## src/rtl/alu_pkg.sv

```systemverilog
// Shared definitions for the RV32I execute stage: ALU operation codes, XLEN,
// and the ID/EX and EX/MEM pipeline register layouts.
package alu_pkg;

  localparam int XLEN = 32;

  // These values must stay in step with the ALU decoder's ALU_* defines
  localparam logic [3:0] ALU_SUM  = 4'd0;
  localparam logic [3:0] ALU_SUB  = 4'd1;
  localparam logic [3:0] ALU_SLT  = 4'd2;
  localparam logic [3:0] ALU_SLTU = 4'd3;
  localparam logic [3:0] ALU_XOR  = 4'd4;
  localparam logic [3:0] ALU_OR   = 4'd5;
  localparam logic [3:0] ALU_AND  = 4'd6;
  localparam logic [3:0] ALU_SLL  = 4'd7;
  localparam logic [3:0] ALU_SRL  = 4'd8;
  localparam logic [3:0] ALU_SRA  = 4'd9;
  localparam logic [3:0] ALU_ROR  = 4'd10;

  typedef struct packed {
    logic            valid;
    logic [3:0]      ALUControl;
    logic [XLEN-1:0] rs1_data;
    logic [XLEN-1:0] rs2_data;
    logic [XLEN-1:0] imm;
    logic [XLEN-1:0] pc;
    logic [4:0]      rs1;
    logic [4:0]      rs2;
    logic [4:0]      rd;
    logic            ALUSrc;
    logic            RegWrite;
    logic            MemWrite;
    logic            Branch;
    logic            Jump;
    logic [1:0]      ResultSrc;
  } id_ex_t;

  typedef struct packed {
    logic            valid;
    logic            RegWrite;
    logic            MemWrite;
    logic [1:0]      ResultSrc;
    logic [XLEN-1:0] alu_result;
    logic [XLEN-1:0] write_data;
    logic [XLEN-1:0] pc_plus4;
    logic [4:0]      rd;
  } ex_mem_t;

endpackage

```

## src/rtl/alu_execute_stage_if.sv

```systemverilog
// Bundle of every signal crossing the execute stage boundary except clock and
// reset; master is the surrounding pipeline, slave is the execute stage.
interface alu_execute_stage_if;
  import alu_pkg::*;

  logic            id_valid;
  logic [3:0]      id_ALUControl;
  logic [XLEN-1:0] id_rs1_data;
  logic [XLEN-1:0] id_rs2_data;
  logic [XLEN-1:0] id_imm;
  logic [XLEN-1:0] id_pc;
  logic [4:0]      id_rs1;
  logic [4:0]      id_rs2;
  logic [4:0]      id_rd;
  logic            id_ALUSrc;
  logic            id_RegWrite;
  logic            id_MemWrite;
  logic            id_Branch;
  logic            id_Jump;
  logic [1:0]      id_ResultSrc;

  logic            stall_e;
  logic            flush_e;

  logic [4:0]      mem_rd;
  logic            mem_RegWrite;
  logic [XLEN-1:0] mem_fwd;
  logic [4:0]      wb_rd;
  logic            wb_RegWrite;
  logic [XLEN-1:0] wb_result;

  logic [4:0]      e_rs1;
  logic [4:0]      e_rs2;
  logic [4:0]      e_rd;
  logic            e_ResultSrc0;
  logic            pc_src_e;
  logic [XLEN-1:0] pc_target_e;
  logic            illegal_op_e;

  logic            m_valid;
  logic            m_RegWrite;
  logic            m_MemWrite;
  logic [1:0]      m_ResultSrc;
  logic [XLEN-1:0] m_alu_result;
  logic [XLEN-1:0] m_write_data;
  logic [XLEN-1:0] m_pc_plus4;
  logic [4:0]      m_rd;

  modport master (
    output id_valid, id_ALUControl, id_rs1_data, id_rs2_data, id_imm, id_pc,
           id_rs1, id_rs2, id_rd, id_ALUSrc, id_RegWrite, id_MemWrite,
           id_Branch, id_Jump, id_ResultSrc, stall_e, flush_e,
           mem_rd, mem_RegWrite, mem_fwd, wb_rd, wb_RegWrite, wb_result,
    input  e_rs1, e_rs2, e_rd, e_ResultSrc0, pc_src_e, pc_target_e, illegal_op_e,
           m_valid, m_RegWrite, m_MemWrite, m_ResultSrc, m_alu_result,
           m_write_data, m_pc_plus4, m_rd
  );

  modport slave (
    input  id_valid, id_ALUControl, id_rs1_data, id_rs2_data, id_imm, id_pc,
           id_rs1, id_rs2, id_rd, id_ALUSrc, id_RegWrite, id_MemWrite,
           id_Branch, id_Jump, id_ResultSrc, stall_e, flush_e,
           mem_rd, mem_RegWrite, mem_fwd, wb_rd, wb_RegWrite, wb_result,
    output e_rs1, e_rs2, e_rd, e_ResultSrc0, pc_src_e, pc_target_e, illegal_op_e,
           m_valid, m_RegWrite, m_MemWrite, m_ResultSrc, m_alu_result,
           m_write_data, m_pc_plus4, m_rd
  );

endinterface

```

## src/rtl/alu.sv

```systemverilog
// Combinational 32-bit RV32I ALU. Rotate-right is only decoded when the
// ALU_ROR_EN macro is defined; otherwise ALU_ROR is reported as illegal.
module alu
  import alu_pkg::*;
(
  input  logic [XLEN-1:0] a,
  input  logic [XLEN-1:0] b,
  input  logic [3:0]      ALUControl,
  output logic [XLEN-1:0] result,
  output logic            zero,
  output logic            illegal
);

  logic [4:0] shamt;

  assign shamt = b[4:0];

  always_comb begin
    result  = '0;
    illegal = 1'b0;
    case (ALUControl)
      ALU_SUM:  result = a + b;
      ALU_SUB:  result = a - b;
      ALU_SLT:  result = {{(XLEN-1){1'b0}}, ($signed(a) < $signed(b))};
      ALU_SLTU: result = {{(XLEN-1){1'b0}}, (a < b)};
      ALU_XOR:  result = a ^ b;
      ALU_OR:   result = a | b;
      ALU_AND:  result = a & b;
      ALU_SLL:  result = a << shamt;
      ALU_SRL:  result = a >> shamt;
      ALU_SRA:  result = $unsigned($signed(a) >>> shamt);
`ifdef ALU_ROR_EN
      // A left shift by 32 yields zero, so shamt == 0 needs no special case
      ALU_ROR:  result = (a >> shamt) | (a << (6'd32 - {1'b0, shamt}));
`endif
      default: begin
        result  = '0;
        illegal = 1'b1;
      end
    endcase
  end

  assign zero = (result == '0);

endmodule

```

## src/rtl/alu_execute_stage.sv

```systemverilog
// RV32I execute stage: ID/EX register, MEM/WB operand forwarding, ALU,
// beq/jump resolution and EX/MEM register. ALU_ROR_EN enables rotate-right.
module alu_execute_stage
  import alu_pkg::*;
(
  input  logic                clk,
  input  logic                rst_n,
  alu_execute_stage_if.slave  bus
);

  id_ex_t          id_ex;
  id_ex_t          id_ex_next;
  ex_mem_t         ex_mem;
  ex_mem_t         ex_mem_next;

  logic [XLEN-1:0] src_a;
  logic [XLEN-1:0] src_b_reg;
  logic [XLEN-1:0] src_b;
  logic [XLEN-1:0] alu_result;
  logic            alu_zero;
  logic            alu_illegal;

  // MEM is the younger producer, so it takes priority over WB; x0 never forwards
  function automatic logic [XLEN-1:0] forward_operand(
    input logic [4:0]      rs,
    input logic [XLEN-1:0] reg_data,
    input logic            mem_we,
    input logic [4:0]      mem_dst,
    input logic [XLEN-1:0] mem_val,
    input logic            wb_we,
    input logic [4:0]      wb_dst,
    input logic [XLEN-1:0] wb_val
  );
    if (mem_we && (mem_dst == rs) && (rs != 5'd0)) return mem_val;
    if (wb_we && (wb_dst == rs) && (rs != 5'd0))   return wb_val;
    return reg_data;
  endfunction

  always_comb begin
    id_ex_next            = '0;
    id_ex_next.valid      = bus.id_valid;
    id_ex_next.ALUControl = bus.id_ALUControl;
    id_ex_next.rs1_data   = bus.id_rs1_data;
    id_ex_next.rs2_data   = bus.id_rs2_data;
    id_ex_next.imm        = bus.id_imm;
    id_ex_next.pc         = bus.id_pc;
    id_ex_next.rs1        = bus.id_rs1;
    id_ex_next.rs2        = bus.id_rs2;
    id_ex_next.rd         = bus.id_rd;
    id_ex_next.ALUSrc     = bus.id_ALUSrc;
    id_ex_next.RegWrite   = bus.id_RegWrite;
    id_ex_next.MemWrite   = bus.id_MemWrite;
    id_ex_next.Branch     = bus.id_Branch;
    id_ex_next.Jump       = bus.id_Jump;
    id_ex_next.ResultSrc  = bus.id_ResultSrc;
  end

  // Flush beats stall so a redirect can always kill the slot being fetched behind it
  always_ff @(posedge clk or negedge rst_n) begin
    if (!rst_n) begin
      id_ex <= '0;
    end else if (bus.flush_e) begin
      id_ex <= '0;
    end else if (!bus.stall_e) begin
      id_ex <= id_ex_next;
    end
  end

  assign src_a     = forward_operand(id_ex.rs1, id_ex.rs1_data,
                                     bus.mem_RegWrite, bus.mem_rd, bus.mem_fwd,
                                     bus.wb_RegWrite, bus.wb_rd, bus.wb_result);
  assign src_b_reg = forward_operand(id_ex.rs2, id_ex.rs2_data,
                                     bus.mem_RegWrite, bus.mem_rd, bus.mem_fwd,
                                     bus.wb_RegWrite, bus.wb_rd, bus.wb_result);
  assign src_b     = id_ex.ALUSrc ? id_ex.imm : src_b_reg;

  alu u_alu (
    .a          (src_a),
    .b          (src_b),
    .ALUControl (id_ex.ALUControl),
    .result     (alu_result),
    .zero       (alu_zero),
    .illegal    (alu_illegal)
  );

  always_comb begin
    ex_mem_next            = '0;
    ex_mem_next.valid      = id_ex.valid;
    ex_mem_next.RegWrite   = id_ex.RegWrite;
    ex_mem_next.MemWrite   = id_ex.MemWrite;
    ex_mem_next.ResultSrc  = id_ex.ResultSrc;
    ex_mem_next.alu_result = alu_result;
    ex_mem_next.write_data = src_b_reg;
    ex_mem_next.pc_plus4   = id_ex.pc + 32'd4;
    ex_mem_next.rd         = id_ex.rd;
  end

  // A stalled E slot is still sitting in ID/EX, so pass a bubble rather than a duplicate
  always_ff @(posedge clk or negedge rst_n) begin
    if (!rst_n) begin
      ex_mem <= '0;
    end else if (bus.stall_e || !id_ex.valid) begin
      ex_mem <= '0;
    end else begin
      ex_mem <= ex_mem_next;
    end
  end

  assign bus.e_rs1        = id_ex.rs1;
  assign bus.e_rs2        = id_ex.rs2;
  assign bus.e_rd         = id_ex.rd;
  assign bus.e_ResultSrc0 = id_ex.ResultSrc[0];
  assign bus.pc_src_e     = id_ex.valid & ((id_ex.Branch & alu_zero) | id_ex.Jump);
  assign bus.pc_target_e  = id_ex.pc + id_ex.imm;
  assign bus.illegal_op_e = id_ex.valid & alu_illegal;

  assign bus.m_valid      = ex_mem.valid;
  assign bus.m_RegWrite   = ex_mem.RegWrite;
  assign bus.m_MemWrite   = ex_mem.MemWrite;
  assign bus.m_ResultSrc  = ex_mem.ResultSrc;
  assign bus.m_alu_result = ex_mem.alu_result;
  assign bus.m_write_data = ex_mem.write_data;
  assign bus.m_pc_plus4   = ex_mem.pc_plus4;
  assign bus.m_rd         = ex_mem.rd;

endmodule
```

## src/flat_wrapper.sv

```systemverilog
// flat-port wrapper written by rule: the top's interface ports become plain ports
module alu_execute_stage_flat import alu_pkg::*;
  (clk, rst_n, bus_id_valid, bus_id_ALUControl, bus_id_rs1_data, bus_id_rs2_data, bus_id_imm, bus_id_pc, bus_id_rs1, bus_id_rs2, bus_id_rd, bus_id_ALUSrc, bus_id_RegWrite, bus_id_MemWrite, bus_id_Branch, bus_id_Jump, bus_id_ResultSrc, bus_stall_e, bus_flush_e, bus_mem_rd, bus_mem_RegWrite, bus_mem_fwd, bus_wb_rd, bus_wb_RegWrite, bus_wb_result, bus_e_rs1, bus_e_rs2, bus_e_rd, bus_e_ResultSrc0, bus_pc_src_e, bus_pc_target_e, bus_illegal_op_e, bus_m_valid, bus_m_RegWrite, bus_m_MemWrite, bus_m_ResultSrc, bus_m_alu_result, bus_m_write_data, bus_m_pc_plus4, bus_m_rd);
  alu_execute_stage_if bus_i ();
  input  logic clk;
  input  logic rst_n;
  input wire logic [$bits(bus_i.id_valid)-1:0] bus_id_valid;
  input wire logic [$bits(bus_i.id_ALUControl)-1:0] bus_id_ALUControl;
  input wire logic [$bits(bus_i.id_rs1_data)-1:0] bus_id_rs1_data;
  input wire logic [$bits(bus_i.id_rs2_data)-1:0] bus_id_rs2_data;
  input wire logic [$bits(bus_i.id_imm)-1:0] bus_id_imm;
  input wire logic [$bits(bus_i.id_pc)-1:0] bus_id_pc;
  input wire logic [$bits(bus_i.id_rs1)-1:0] bus_id_rs1;
  input wire logic [$bits(bus_i.id_rs2)-1:0] bus_id_rs2;
  input wire logic [$bits(bus_i.id_rd)-1:0] bus_id_rd;
  input wire logic [$bits(bus_i.id_ALUSrc)-1:0] bus_id_ALUSrc;
  input wire logic [$bits(bus_i.id_RegWrite)-1:0] bus_id_RegWrite;
  input wire logic [$bits(bus_i.id_MemWrite)-1:0] bus_id_MemWrite;
  input wire logic [$bits(bus_i.id_Branch)-1:0] bus_id_Branch;
  input wire logic [$bits(bus_i.id_Jump)-1:0] bus_id_Jump;
  input wire logic [$bits(bus_i.id_ResultSrc)-1:0] bus_id_ResultSrc;
  input wire logic [$bits(bus_i.stall_e)-1:0] bus_stall_e;
  input wire logic [$bits(bus_i.flush_e)-1:0] bus_flush_e;
  input wire logic [$bits(bus_i.mem_rd)-1:0] bus_mem_rd;
  input wire logic [$bits(bus_i.mem_RegWrite)-1:0] bus_mem_RegWrite;
  input wire logic [$bits(bus_i.mem_fwd)-1:0] bus_mem_fwd;
  input wire logic [$bits(bus_i.wb_rd)-1:0] bus_wb_rd;
  input wire logic [$bits(bus_i.wb_RegWrite)-1:0] bus_wb_RegWrite;
  input wire logic [$bits(bus_i.wb_result)-1:0] bus_wb_result;
  output wire logic [$bits(bus_i.e_rs1)-1:0] bus_e_rs1;
  output wire logic [$bits(bus_i.e_rs2)-1:0] bus_e_rs2;
  output wire logic [$bits(bus_i.e_rd)-1:0] bus_e_rd;
  output wire logic [$bits(bus_i.e_ResultSrc0)-1:0] bus_e_ResultSrc0;
  output wire logic [$bits(bus_i.pc_src_e)-1:0] bus_pc_src_e;
  output wire logic [$bits(bus_i.pc_target_e)-1:0] bus_pc_target_e;
  output wire logic [$bits(bus_i.illegal_op_e)-1:0] bus_illegal_op_e;
  output wire logic [$bits(bus_i.m_valid)-1:0] bus_m_valid;
  output wire logic [$bits(bus_i.m_RegWrite)-1:0] bus_m_RegWrite;
  output wire logic [$bits(bus_i.m_MemWrite)-1:0] bus_m_MemWrite;
  output wire logic [$bits(bus_i.m_ResultSrc)-1:0] bus_m_ResultSrc;
  output wire logic [$bits(bus_i.m_alu_result)-1:0] bus_m_alu_result;
  output wire logic [$bits(bus_i.m_write_data)-1:0] bus_m_write_data;
  output wire logic [$bits(bus_i.m_pc_plus4)-1:0] bus_m_pc_plus4;
  output wire logic [$bits(bus_i.m_rd)-1:0] bus_m_rd;
  assign bus_i.id_valid = bus_id_valid;
  assign bus_i.id_ALUControl = bus_id_ALUControl;
  assign bus_i.id_rs1_data = bus_id_rs1_data;
  assign bus_i.id_rs2_data = bus_id_rs2_data;
  assign bus_i.id_imm = bus_id_imm;
  assign bus_i.id_pc = bus_id_pc;
  assign bus_i.id_rs1 = bus_id_rs1;
  assign bus_i.id_rs2 = bus_id_rs2;
  assign bus_i.id_rd = bus_id_rd;
  assign bus_i.id_ALUSrc = bus_id_ALUSrc;
  assign bus_i.id_RegWrite = bus_id_RegWrite;
  assign bus_i.id_MemWrite = bus_id_MemWrite;
  assign bus_i.id_Branch = bus_id_Branch;
  assign bus_i.id_Jump = bus_id_Jump;
  assign bus_i.id_ResultSrc = bus_id_ResultSrc;
  assign bus_i.stall_e = bus_stall_e;
  assign bus_i.flush_e = bus_flush_e;
  assign bus_i.mem_rd = bus_mem_rd;
  assign bus_i.mem_RegWrite = bus_mem_RegWrite;
  assign bus_i.mem_fwd = bus_mem_fwd;
  assign bus_i.wb_rd = bus_wb_rd;
  assign bus_i.wb_RegWrite = bus_wb_RegWrite;
  assign bus_i.wb_result = bus_wb_result;
  assign bus_e_rs1 = bus_i.e_rs1;
  assign bus_e_rs2 = bus_i.e_rs2;
  assign bus_e_rd = bus_i.e_rd;
  assign bus_e_ResultSrc0 = bus_i.e_ResultSrc0;
  assign bus_pc_src_e = bus_i.pc_src_e;
  assign bus_pc_target_e = bus_i.pc_target_e;
  assign bus_illegal_op_e = bus_i.illegal_op_e;
  assign bus_m_valid = bus_i.m_valid;
  assign bus_m_RegWrite = bus_i.m_RegWrite;
  assign bus_m_MemWrite = bus_i.m_MemWrite;
  assign bus_m_ResultSrc = bus_i.m_ResultSrc;
  assign bus_m_alu_result = bus_i.m_alu_result;
  assign bus_m_write_data = bus_i.m_write_data;
  assign bus_m_pc_plus4 = bus_i.m_pc_plus4;
  assign bus_m_rd = bus_i.m_rd;
  alu_execute_stage u_core (.clk(clk), .rst_n(rst_n), .bus(bus_i));
endmodule
```

## config.mk

```make
export PLATFORM = sky130hd
export DESIGN_NAME = alu_execute_stage_flat
export DESIGN_NICKNAME = d
export VERILOG_FILES = /design/src/rtl/alu_pkg.sv /design/src/rtl/alu_execute_stage_if.sv /design/src/rtl/alu.sv /design/src/rtl/alu_execute_stage.sv /design/src/flat_wrapper.sv
export SDC_FILE = /design/constraint.sdc
export NUM_CORES = 1
export LEC_CHECK = 0
export ABC_AREA = 1
export BUFFER_PORTS_ARGS = -buffer_cell sky130_fd_sc_hd__buf_2
export CAP_MARGIN = 25
export CORE_MARGIN = 2
export CORE_UTILIZATION = 35
export CTS_CLUSTER_SIZE = 28
export DETAILED_ROUTE_END_ITERATION = 10
export GPL_TIMING_DRIVEN = 0
export PLACE_DENSITY = 0.59
export SYNTH_ARGS = -nofsm -noshare
export SYNTH_HDL_FRONTEND = slang
export SYNTH_HIERARCHICAL = 1
export SYNTH_SLANG_ARGS = --single-unit
```

## constraint.sdc

```tcl
create_clock -name clk -period 9 [get_ports clk]
set_input_delay 1.35 -clock clk [delete_from_list [all_inputs] [get_ports clk]]
set_output_delay 1.35 -clock clk [all_outputs]
set_load 0.03 [all_outputs]
```

==> flow_summary.json <==
{
  "status": "finished, final reports clean",
  "vias": 31336,
  "yosysUniqueCellTypes": 50,
  "slew_headroom_pct": 23.1,
  "cts_tree": "yes",
  "coreArea_mm2": 0.0730,
  "syn_nets": 4676,
  "cts_hold_buffers": 0,
  "hold_viol": 0,
  "crit_fanout": 11,
  "ys_ff_latch": 261,
  "min_path_type": "flop to flop",
  "r2r_start": "u_core/bus.e_rs2[2]",
  "drcViolationCount": 0,
  "r2r_end": "u_core/bus.m_alu_result[7]",
  "seqPwrFrac_pct": 26.6,
  "crit_arrival_ns": 7.54,
  "min_from": "u_core/ex_mem_next[103]",
  "switchingPower_mw": 2.20,
  "grt_first_pass_wirelength_mm": 196,
  "yosysSeqAreaShare_pct": 25.3,
  "whs_path_depth": 2,
  "gp_congestion": 1.08,
  "synthToLayoutAreaGrowth_pct": 17.7,
  "yosysWarnings": 6,
  "fmax_mhz": 112,
  "ff_latch_area_mm2": 0.00653,
  "antenna_found_initial": 24,
  "clock-sinks": 261,
  "holdPathEnd": "u_core/bus.m_MemWrite",
  "row_count": 99,
  "ant_nets": 0,
  "peakVddDrop_mv": 0.198,
  "finalMaxSlewViolations": 0,
  "cap_violations": 0,
  "die_area_mm2": 0.0760,
  "cts_buffers": 31,
  "die_w_um": 276,
  "die_h_um": 276,
  "grt_usage_pct": 35.5,
  "finalPower_mw": 4.86,
  "firstDrtPassIters": 6,
  "worstRegToRegCells": 24,
  "cpMaxStageDelayCell": "clkbuf_1",
  "avgSynthCellArea_um2": 5.99,
  "sw_frac_of_total_pct": 45.3,
  "synth.cell_area_mm2": 0.0258,
  "cts_max_level": 1,
  "finalNetCount": 5120,
  "clk_pin_slew_ns": 0.06,
  "rsz0062_at_grt": "no",
  "totalWireLength_mm": 138,
  "p_leak_nw": 17.0,
  "drt_iter0_markers": 3902,
  "share_comb_of_total_power_pct": 44.3,
  "end_kind": "primary output",
  "syn-instance-count": 4309,
  "wire_per_inst_um": 24.0,
  "r2r_setup_slack_ns": 3.70,
  "cts-root-buf": "clkbuf_16",
  "dpl.hpwl_mm": 116,
  "multiInputGateArea_mm2": 0.0159,
  "start_util_pct": 35.4,
  "startpoint_type": "primary input",
  "power.internal_mw": 2.66,
  "clk_latency_ns": 0.64,
  "finalCriticalPeriod_ns": 8.89,
  "post_route_cells_drive_above_1_share_pct": 14.8,
  "timing.hold.ws_ns": 0.490,
  "post-route-period-util_pct": 98.8,
  "setup_viol_count_final": 0,
  "power_frac_clock_pct": 29.1,
  "power_density_mw_per_mm2": 160,
  "placedCellCount": 5674,
  "portBuffers": 389,
  "synth_edf_count": 0,
  "final-instance-count-excl-fill": 5749,
  "worst_slew_pin_slew_ns": 1.15,
  "critical_path.most_common_cell": "nand2_1",
  "grt.overflow.total": 0,
  "viasPerCell": 5.45,
  "path_class": "primary input to primary output",
  "critPathMaxStageDelay_ns": 0.59,
  "io_pins": 391,
  "skew_ns": 0.0459,
  "clockBufferDepth": 3,
  "worst_ep_required_time_ns": 7.65,
  "n_fill_cell": 8144,
  "synth-main-ff-cell": "dfrtp_1",
  "grt_start_max_net_pins": 99,
  "synthArstFlopShare_pct": 100,
  "grt_pass1_vias": 29466
}
## placed cells by master, fill, tap and decap left out, types with 61 or more instances in the layout
master    synthesis  layout
inv_1           582     581
nand2_1        1300    1300
ha_1            129     129
o21ai_0         161     161
nand3_1         809     809
buf_2            84     473
clkbuf_1         59      61
a21oi_1         107     107
dfrtp_1         261     261
nor2_1          351     349
## flip-flops by register name, indices dropped and copies added, names as in the netlist
register and cells:
u_core/bus.m_RegWrite 1, u_core/ex_mem_next 4, u_core/bus.m_rd 5, u_core/bus.e_rs2 5
u_core/bus.m_alu_result 32, u_core/bus.e_rs1 5, u_core/bus.m_write_data 32, u_core/bus.e_rd 5
u_core/bus.m_MemWrite 1, u_core/bus.e_ResultSrc0 1, u_core/bus.m_ResultSrc 2, u_core/bus.m_pc_plus4 32
u_core/bus.m_valid 1, u_core/id_ex 135
## cell type report
cell class	instances	share of cell area, %
diodes	12	0.0988
plain buffers	214	3.81
clock buffers	42	2.95
clock inverters	16	0.798
inverters	602	7.46
multi-input cells	3231	52.2
flip-flops and latches	261	21.5
well taps	959	3.95
repair buffers	412	7.23
## worst max path at each step
| stage | cells past startpoint | slack [ns] | end | start |
|---|---|---|---|---|
| 6_report | 35 | 0.11 | bus_pc_src_e | bus_wb_rd[0] |
| 5_1_grt | 37 | 0.01 | bus_pc_src_e | bus_wb_rd[3] |
| 4_1_cts | 34 | 0.05 | bus_pc_src_e | bus_mem_rd[0] |
| 3_5_place_dp | 31 | -0.20 | bus_pc_src_e | bus_mem_rd[0] |
| 3_3_place_gp | 31 | -0.25 | bus_pc_src_e | bus_mem_rd[0] |
| 2_1_floorplan | 35 | 2.31 | bus_pc_src_e | bus_wb_rd[3] |
## what timing repair did
item	in CTS	in global routing
setup buffers	0	5
gates resized for setup	1	3
endpoints found under the hold margin	0	0
endpoints found under the setup margin	1	1
## layer usage
| layer | vias to the layer above | part of all wire (%) | track usage, % |
|---|---|---|---|
| li1 | 14669 | - | - |
| met1 | 14610 | 39 | 44.0 |
| met2 | 1638 | 44 | 56.2 |
| met3 | 399 | 9.4 | 7.52 |
| met4 | 20 | 7.3 | 21.9 |
| met5 | - | 0.091 | 0 |
## worst max-delay path, delay by kind of cell
kind	cells	cell delay, ns
buffers and inverters	8	1.64
AOI/OAI and AO/OA	1	0.31
and+or+nand+nor	25	3.77
adders and majority gates	1	0.46
## logic make-up after synthesis
group                    Yosys count  share of synthesized area, %
buffers and inverters            817                          13.3
AND/OR/NAND/NOR                 2703                          46.3
flip-flops                       261                          25.3
AO/OA/AOI/OAI                    361                          7.45
adder cells (fa/ha/maj)          132                          6.48
multiplexers                       1                        0.0388
XOR/XNOR                          34                          1.15
## cells in the mapped netlist (all sizes together), types with 2 or more instances
library cell / instances / area share [%]
a211oi: 2 / 0.058
a21o: 2 / 0.058
a21oi: 108 / 2.1
a31oi: 4 / 0.097
and2: 16 / 0.39
and3: 2 / 0.048
buf: 155 / 3.6
clkbuf: 60 / 0.88
clkinv: 3 / 0.044
dfrtp: 261 / 25
fa: 3 / 0.23
ha: 129 / 6.2
inv: 599 / 8.7
nand2: 1333 / 20
nand3: 839 / 17
nand3b: 45 / 1.3
nand4: 47 / 1.1
nor2: 365 / 5.6
nor3: 48 / 1.0
nor4: 4 / 0.097
o211ai: 17 / 0.51
o21ai: 198 / 3.8
o21bai: 6 / 0.17
o221ai: 2 / 0.068
o22ai: 21 / 0.51
or2: 3 / 0.073
xnor2: 5 / 0.17
xor2: 29 / 0.98
## power groups by stage
stage	registers [mW]	clock network, mW	logic (mW)
floorplan	1.32	0	1.26
global placement	1.32	0	2.07
detailed placement	1.32	0	2.07
CTS	1.29	1.44	2.08
global route	1.30	1.48	2.32
finish	1.30	1.41	2.15
## stage by stage
stage,util (%),worst slack (ns),instance area [um^2],setup TNS [ns]
4_1_cts,41.6,0.0459,30300,0
5_1_grt,41.7,0.0123,30400,0
6_report,41.7,0.106,30400,0
3_5_place_dp,40.0,-0.202,29200,-0.202
3_3_place_gp,39.7,-0.249,29000,-0.249
2_1_floorplan,-,2.31,25800,0
Power figures use the tool's default switching activity.
